### config.mk
export PLATFORM = sky130hd
export DESIGN_NAME = crc_frame_ctrl
export DESIGN_NICKNAME = d
export VERILOG_FILES = /design/src/rtl/crc_pkg.sv /design/src/rtl/crc_serial_core.sv /design/src/rtl/crc_frame_ctrl.sv
export SDC_FILE = /design/constraint.sdc
export NUM_CORES = 1
export LEC_CHECK = 0
export ABC_AREA = 1
export CORE_MARGIN = 5
export CORE_UTILIZATION = 50
export CTS_BUF_LIST = sky130_fd_sc_hd__clkbuf_2 sky130_fd_sc_hd__clkbuf_4 sky130_fd_sc_hd__clkbuf_8
export CTS_CLUSTER_DIAMETER = 100
export CTS_CLUSTER_SIZE = 30
export DETAILED_ROUTE_END_ITERATION = 7
export PLACE_DENSITY = 0.84
export SYNTH_ARGS = -nofsm -noshare
export SYNTH_HDL_FRONTEND = slang
export SYNTH_SLANG_ARGS = --single-unit
### constraint.sdc
create_clock -name clk -period 4.24 [get_ports clk]
set_input_delay 0.424 -clock clk [delete_from_list [all_inputs] [get_ports clk]]
set_output_delay 0.424 -clock clk [all_outputs]
set_load 0.1 [all_outputs]
### src/rtl/crc_pkg.sv
// ---------------------------------------------------------------------------
// crc_pkg
// Shared definitions for the serial CRC frame sequencer.
//   state_e   : controller states (IDLE -> MSG -> CRC -> DONE -> IDLE)
//   DEF_POLY  : default generator polynomial, implicit x^3 term (x^3+x+1)
//   DEF_INIT  : default CRC register value at frame start
// ---------------------------------------------------------------------------
package crc_pkg;

   typedef enum logic [1:0] {
      S_IDLE = 2'd0,
      S_MSG  = 2'd1,
      S_CRC  = 2'd2,
      S_DONE = 2'd3
   } state_e;

   localparam logic [2:0] DEF_POLY = 3'b011;
   localparam logic [2:0] DEF_INIT = 3'b000;

endpackage : crc_pkg

### src/rtl/crc_serial_core.sv
// ---------------------------------------------------------------------------
// crc_serial_core
// Bit-serial CRC LFSR. One step per message bit; init has priority over step.
// Ports:
//   clk     in   1      clock, rising edge
//   clrn    in   1      asynchronous active-low reset (register -> INIT)
//   init    in   1      load INIT (frame start)
//   step    in   1      advance the LFSR by one message bit
//   bit_in  in   1      message bit being shifted in
//   crc     out  CRC_W  current CRC register
// ---------------------------------------------------------------------------
module crc_serial_core
   import crc_pkg::*;
#(
   parameter int                CRC_W = 3,
   parameter logic [CRC_W-1:0]  POLY  = CRC_W'(DEF_POLY),
   parameter logic [CRC_W-1:0]  INIT  = CRC_W'(DEF_INIT)
) (
   input  logic              clk,
   input  logic              clrn,
   input  logic              init,
   input  logic              step,
   input  logic              bit_in,
   output logic [CRC_W-1:0]  crc
);

   logic [CRC_W-1:0] crc_q;
   logic [CRC_W-1:0] crc_d;
   logic             fb;

   always_comb begin
      crc_d = crc_q;
      fb    = bit_in ^ crc_q[CRC_W-1];
      if (init) begin
         crc_d = INIT;
      end else if (step) begin
         crc_d = {crc_q[CRC_W-2:0], 1'b0} ^ (fb ? POLY : '0);
      end
   end

   always_ff @(posedge clk or negedge clrn) begin
      if (!clrn) begin
         crc_q <= INIT;
      end else begin
         crc_q <= crc_d;
      end
   end

   assign crc = crc_q;

endmodule : crc_serial_core

### src/rtl/crc_frame_ctrl.sv
// ---------------------------------------------------------------------------
// crc_frame_ctrl
// Accepts one MSG_W-bit word per frame and streams it MSB-first on a serial
// link, followed by the CRC_W remainder bits MSB-first, then pulses done.
// Handshakes: a transfer happens on a rising edge where valid and ready are
// both high; valid never depends on ready, and s_out/s_last hold their value
// while s_valid=1 and s_ready=0.
// Ports:
//   clk       in   1      clock, rising edge
//   clrn      in   1      asynchronous active-low reset
//   in_valid  in   1      message word offered
//   in_ready  out  1      high only in IDLE
//   in_data   in   MSG_W  message word
//   abort     in   1      synchronous frame abort (ignored in IDLE)
//   s_valid   out  1      serial bit valid
//   s_ready   in   1      downstream accepts serial bit
//   s_out     out  1      serial bit
//   s_last    out  1      high with the final CRC bit
//   crc_out   out  CRC_W  remainder of the last completed frame
//   done      out  1      one-cycle pulse at frame completion
// ---------------------------------------------------------------------------
module crc_frame_ctrl
   import crc_pkg::*;
#(
   parameter int                MSG_W = 8,
   parameter int                CRC_W = 3,
   parameter logic [CRC_W-1:0]  POLY  = CRC_W'(DEF_POLY),
   parameter logic [CRC_W-1:0]  INIT  = CRC_W'(DEF_INIT)
) (
   input  logic              clk,
   input  logic              clrn,
   input  logic              in_valid,
   output logic              in_ready,
   input  logic [MSG_W-1:0]  in_data,
   input  logic              abort,
   output logic              s_valid,
   input  logic              s_ready,
   output logic              s_out,
   output logic              s_last,
   output logic [CRC_W-1:0]  crc_out,
   output logic              done
);

   localparam int CNT_MAX = (MSG_W > CRC_W) ? MSG_W : CRC_W;
   localparam int CNT_W   = $clog2(CNT_MAX + 1);
   localparam logic [CNT_W-1:0] MSG_LAST = CNT_W'(MSG_W - 1);
   localparam logic [CNT_W-1:0] CRC_LAST = CNT_W'(CRC_W - 1);

   state_e            state_q, state_d;
   logic [MSG_W-1:0]  shift_q, shift_d;
   logic [CRC_W-1:0]  oshift_q, oshift_d;
   logic [CNT_W-1:0]  cnt_q, cnt_d;
   logic [CRC_W-1:0]  crc_out_q, crc_out_d;

   logic              crc_init;
   logic              crc_step;
   logic [CRC_W-1:0]  crc_val;
   logic [CRC_W-1:0]  crc_nxt;
   logic              fb;
   logic              beat;

   crc_serial_core #(
      .CRC_W (CRC_W),
      .POLY  (POLY),
      .INIT  (INIT)
   ) u_core (
      .clk    (clk),
      .clrn   (clrn),
      .init   (crc_init),
      .step   (crc_step),
      .bit_in (shift_q[MSG_W-1]),
      .crc    (crc_val)
   );

   // Outputs decode straight from registered state, so they are stable
   // for the whole cycle and hold through stalls.
   always_comb begin
      in_ready = (state_q == S_IDLE);
      s_valid  = (state_q == S_MSG) || (state_q == S_CRC);
      done     = (state_q == S_DONE);
      s_out    = 1'b0;
      s_last   = 1'b0;
      if (state_q == S_MSG) begin
         s_out = shift_q[MSG_W-1];
      end else if (state_q == S_CRC) begin
         s_out  = oshift_q[CRC_W-1];
         s_last = (cnt_q == CRC_LAST);
      end
   end

   assign beat    = s_valid && s_ready;
   assign crc_out = crc_out_q;

   // The value the core will hold after the final message beat; it is
   // captured into the output shifter on that same edge so the CRC phase
   // starts without a gap cycle.
   assign fb      = shift_q[MSG_W-1] ^ crc_val[CRC_W-1];
   assign crc_nxt = {crc_val[CRC_W-2:0], 1'b0} ^ (fb ? POLY : '0);

   always_comb begin
      state_d   = state_q;
      shift_d   = shift_q;
      oshift_d  = oshift_q;
      cnt_d     = cnt_q;
      crc_out_d = crc_out_q;
      crc_init  = 1'b0;
      crc_step  = 1'b0;
      case (state_q)
         S_IDLE: begin
            if (in_valid) begin
               shift_d  = in_data;
               cnt_d    = '0;
               crc_init = 1'b1;
               state_d  = S_MSG;
            end
         end
         S_MSG: begin
            // abort wins over a coincident beat: the beat is void
            if (abort) begin
               state_d = S_IDLE;
            end else if (beat) begin
               crc_step = 1'b1;
               shift_d  = shift_q << 1;
               cnt_d    = cnt_q + CNT_W'(1);
               if (cnt_q == MSG_LAST) begin
                  oshift_d = crc_nxt;
                  cnt_d    = '0;
                  state_d  = S_CRC;
               end
            end
         end
         S_CRC: begin
            if (abort) begin
               state_d = S_IDLE;
            end else if (beat) begin
               oshift_d = oshift_q << 1;
               cnt_d    = cnt_q + CNT_W'(1);
               if (cnt_q == CRC_LAST) begin
                  crc_out_d = crc_val;
                  cnt_d     = '0;
                  state_d   = S_DONE;
               end
            end
         end
         S_DONE: begin
            state_d = S_IDLE;
         end
         default: begin
            state_d = S_IDLE;
         end
      endcase
   end

   always_ff @(posedge clk or negedge clrn) begin
      if (!clrn) begin
         state_q   <= S_IDLE;
         shift_q   <= '0;
         oshift_q  <= '0;
         cnt_q     <= '0;
         crc_out_q <= '0;
      end else begin
         state_q   <= state_d;
         shift_q   <= shift_d;
         oshift_q  <= oshift_d;
         cnt_q     <= cnt_d;
         crc_out_q <= crc_out_d;
      end
   end

endmodule : crc_frame_ctrl
### After elaboration in Yosys (flattened, before gate mapping)

Index checks and enable logic that the tools add are counted.
W data, S select, Z words.

* flip-flop bits (word level): 23
* latch bits: 0
* memories: 0
* RAM bits: 0
* word-level logic and storage cells: 75
* output and inout port bits: 8
* memory bits (read-only): 0

* reduce and logical (&&, ||, !) cells: 12
* shift operators: 0
* bitwise operators: 3
* multipliers: 0
* add/subtract/negate cells: 1
* mux-type cells: 38
* $lt $le $gt $ge: 0
* equality and inequality tests: 15
* div/mod/pow operators: 0

Operators with widths (number)
* $mux W4: 7
* $mux W8: 3
* $mux W3: 7
* $mux W2: 8
* $pmux W8 S2: 1
* $pmux W4 S3: 1
* $reduce_and A6 Y1: 2
* $ne A2 B2 Y1 const B: 5
* $mux W1: 9
* $pmux W2 S4: 1
* $reduce_and A4 Y1: 2
* $ne A3 B2 Y1 const B: 2
* $ne A3 B3 Y1 const B: 2
* $pmux W3 S2: 1
* $reduce_bool A2 Y1: 3
* $reduce_and A5 Y1: 1
* $add A4 B1 Y4 const B: 1
* $eq A2 B2 Y1 const B: 2
* $eq A4 B2 Y1 const B: 1
* $eq A4 B3 Y1 const B: 1
* $reduce_bool A3 Y1: 1
* $xor A3 B3 Y3: 1
* $eq A2 B1 Y1 const B: 1
* $logic_not A2 Y1: 1
* 5 further kinds: 5

### Longest topological paths before layout

* depth in word-level cells: 8
* depth in mapped cells: 10
* depth with buffers taken out: 10

### By module

From an unflattened synthesis, not the netlist that was laid out.

* cells, all modules: 210
* area, all modules: 1497.7 um2

By module, submodules not included
* crc_frame_ctrl: times used 1, cells each 187, area an instance 1330.0 um2, seq. area each 500.5 um2
* crc_serial_core: times used 1, cells each 23, area an instance 167.7 um2, seq. area each 75.1 um2

### Worst setup path before layout

No wires, ideal clock.

* path kind: reg-to-output
* start: reg state_q[1]
* end: out s_out
* slack: 0.915 ns
* arrival time: 2.901 ns
* buffers on the path: 0
* data required time: 3.816 ns
* stages on the path, launching flop included: 5
* cell sequence: dfrtp_1 inv_1 ha_1 inv_2 o21ai_0

* word-level cells in the longest chain between the ends: 3

RTL lines
* start, declared: line crc_frame_ctrl.sv:49 `state_e state_q, state_d;`
* start signal, assigned: line crc_frame_ctrl.sv:162 `state_q <= state_d;`
* $eq A2 B2 Y1: line crc_frame_ctrl.sv:85 `end else if (state_q == S_CRC) begin`
* $mux W1: line crc_frame_ctrl.sv:85
* $mux W1 (*): line crc_frame_ctrl.sv:83 `if (state_q == S_MSG) begin`
* end, declared: line crc_frame_ctrl.sv:38 `output logic s_out,`

Mark *: on every way between the ends. The rest lies on a longest branch, timed or not.

### Worst setup path after layout

* start: reg state_q[1]
* end: out s_last

* word-level cells in the longest chain between the ends: 3

RTL lines
* $eq A2 B2 Y1: line crc_frame_ctrl.sv:85
* $mux W1: line crc_frame_ctrl.sv:85
* $mux W1 (*): line crc_frame_ctrl.sv:83
* end, declared: line crc_frame_ctrl.sv:39 `output logic s_last,`

Marked as above.

==> reports/qor.yml <==
worst_setup_path:
  cp.arrival_ns: 2.81
  cp.required_ns: 3.82
  crit_family: "buffers and inverters"
  cp_max_fo: 13
  crit_chain: "inv_1 > ha_1 > inv_2 > nand2_1 > nor2_1 > clkdlybuf4s50_1"
  criticalPathCategory: "flop to primary output"
  crit_path_end_kind: "primary output"
  cp-start-kind: "flop"
  cp.buffers_inverters: 3
  path_depth: 6
  critical_path.slowest_cell: "clkdlybuf4s50_1"
  r2r_cells: 7
  cp_slowest_stage_delay_ns: 1.14
timing:
  fmax_mhz: 309
  drv_slew: 0
  setup-tns-final_ns: 0
  setup_viol: 0
  rsz0062_at_grt: "false"
  timing.final.crit_share_pct: 76.4
  tightestPinTransition_ns: 1.03
  skew_ns: 0.0107
  hold_viol: 0
  slew_headroom_pct: 31.3
  finalCriticalPeriod_ns: 3.24
global_routing:
  grt_pass1_wl_mm: 4.87
  antenna_found_initial: 0
  grt_pass1_vias: 1149
  track_usage_pct: 14.9
  overflow: 0
  grt_start_max_net_pins: 24
pwr:
  p_leak_nw: 0.826
  power_density_nw_per_um2: 715
  peakVddDrop_mv: 0.516
synthesis:
  synth_compound_area_share_pct: 9.75
  synth_xor_area_share_pct: 0
  ys_types: 22
  yosys.area_share.simple_pct: 30.8
  yosysMostFrequentCell: "nand2_1"
  yosys-top-cells-area: "dfrtp_1 (41%), nand2_1 (16%), ha_1 (6.3%)"
  yosys_warnings: 0
  synth_top_family_by_area: "simple AND/OR/NAND/NOR gates"
  synth_top_area_share_pct: 41.1
  netlist_instances: 182
  synth_seq_area_share_pct: 41.1
  ys.flop_type: "dfrtp_1"
  syn-num-nets: 202
  syn_area_per_cell_um2: 7.69
  synth_edf_count: 0
  synth_area_um2: 1400
  synth_fa_ha_area_share_pct: 6.26
  yosys.area.top_type: "dfrtp_1"
  synth_common_cells: "nand2_1 (58), dfrtp_1 (23), inv_1 (17)"
  synth-async-reset-ratio_pct: 100
  synth.area.mux_share_pct: 5.01
  synth_seq_cells: 23
placement:
  io_buffers: 20
  dp_hpwl_mm: 2.12
  place_congestion: 0.865
  dpl.cell_count: 230
clocking:
  cts_tree: "yes"
  cts_sinks: 23
  postCtsSetupBuffers: 0
  cts_repair_resize_count: 0
  hold_buffers: 0
  cts_made_buffers: 3
  clock_latency_ns: 0.32
  root_buffer: "clkbuf_4"
  ctsLongestPathBuffers: 2
  clkSlewWorstSetupHoldPaths_ns: 0.13
  cts.htree.levels: 1
floorplanning:
  die_w_um: 62.9
  core_um2: 2710
  die_y_um: 62.9
  ios: 21
  die-area_um2: 3960
  start_util_pct: 51.6
  rows: 19
cells_and_area:
  fillers: 247
  nets: 224
  multi_input_area_um2: 724
  antenna_cells: 0
  layoutNonFillerInstCount: 234
  seqCellArea_um2: 576
  drive_gt1_share_pct: 8.87
  synthToLayoutAreaGrowth_pct: 17.4
worst_hold_path:
  hp-class: "flop to flop"
  min_path_cells: 2
drt:
  antenna_left: 0
  vias: 1226
  via_per_inst: 5.24
  routed_wl_mm: 2.77
  post-route-drc-count: 0
  wl_per_cell_um: 11.8
  dr.pass1.iters: 4
  drt_iter0_drc: 65
outcome:
  status: "completed"
flow_run:
  max_cap_viol_count: 0
-- stage by stage --
stage               worst slack [ns]  instance area, um2  hold slack [ns]  power (mW)  utilization, %
floorplan                      0.915                1400            0.128       0.945               -
global route                   0.810                1640            0.530        1.27            60.6
global placement                1.39                1610            0.459        1.05            59.5
finish                          1.00                1640            0.504        1.17            60.6
CTS                            0.988                1640            0.505        1.18            60.6
detailed placement              1.36                1610            0.475        1.07            59.5
-- power breakdown --
| part | switching [mW] | leakage, nW | total [mW] | internal [mW] |
|---|---|---|---|---|
| sequential | 0.0507 | 0.289 | 0.342 | 0.292 |
| clock | 0.0674 | 0.0184 | 0.111 | 0.0432 |
| combinational | 0.504 | 0.518 | 0.720 | 0.217 |
-- final cells by class --
cell class	instances	share of cell area, %
Tap cell	31	2.36
Clock buffer	4	1.83
Timing Repair Buffer	20	12.0
Inverter	20	4.57
Sequential cell	23	35.1
Multi-Input combinational cell	136	44.1
-- registers in the layout, summed over array words and instances (netlist names) --
name        cells
shift_q         8
state_q         2
oshift_q        3
cnt_q           4
crc_out         3
u_core.crc      3
-- routing by layer --
metal,up-vias,GRT usage [%],share of wire (%)
met5,-,0,0
met4,0,7.43,2.2
li1,631,-,-
met3,7,3.06,3.5
met1,561,20.6,49
met2,27,22.1,45
-- cell families (layout without fill, tap and decap cells) --
| logic type | Yosys count | count (layout) |
|---|---|---|
| AND/OR/NAND/NOR | 97 | 97 |
| multiplexers | 7 | 7 |
| adder cells (fa/ha/maj) | 7 | 7 |
| flip-flops | 23 | 23 |
| buffers and inverters | 23 | 44 |
| AO/OA/AOI/OAI | 25 | 25 |
-- placed cells by master, fill, tap and decap left out --
| master | count |
|---|---|
| nand2_2 | 4 |
| mux2i_1 | 7 |
| clkbuf_4 | 4 |
| a21oi_1 | 2 |
| clkdlybuf4s50_1 | 19 |
| buf_4 | 1 |
| ha_1 | 7 |
| nor3_2 | 1 |
| nor2_4 | 1 |
| dfrtp_1 | 23 |
| nand2_1 | 58 |
| o22ai_1 | 3 |
| o21ai_1 | 7 |
| inv_2 | 3 |
| nand4_4 | 1 |
| nor2_2 | 1 |
| o21ai_2 | 2 |
| o21ai_0 | 11 |
| inv_1 | 17 |
| nor2_1 | 14 |
| nand3_1 | 16 |
| nand4_1 | 1 |
-- worst reg2reg max path: cells and delay by family (launching register included) --
family | cells | cell delay (ns)
and+or+nand+nor | 3 | 0.51
buffers and inverters | 2 | 0.26
adders and majority gates | 1 | 0.57
DFF | 1 | 0.44
AOI/OAI and AO/OA | 1 | 0.07
-- worst paths after layout --
| check | to | startpoint | slack [ns] |
|---|---|---|---|
| max | s_last | state_q[1] | 1.00 |
| min | oshift_q[1] | oshift_q[1] | 0.50 |
| max reg2reg | shift_q[3] | state_q[1] | 2.28 |
| min reg2reg | oshift_q[1] | oshift_q[1] | 0.50 |
| min in group asynchronous | shift_q[6] | clrn | 0.65 |
| max in group asynchronous | crc_out[2] | clrn | 2.97 |
Note: power is estimated with default switching activity, not from simulation.
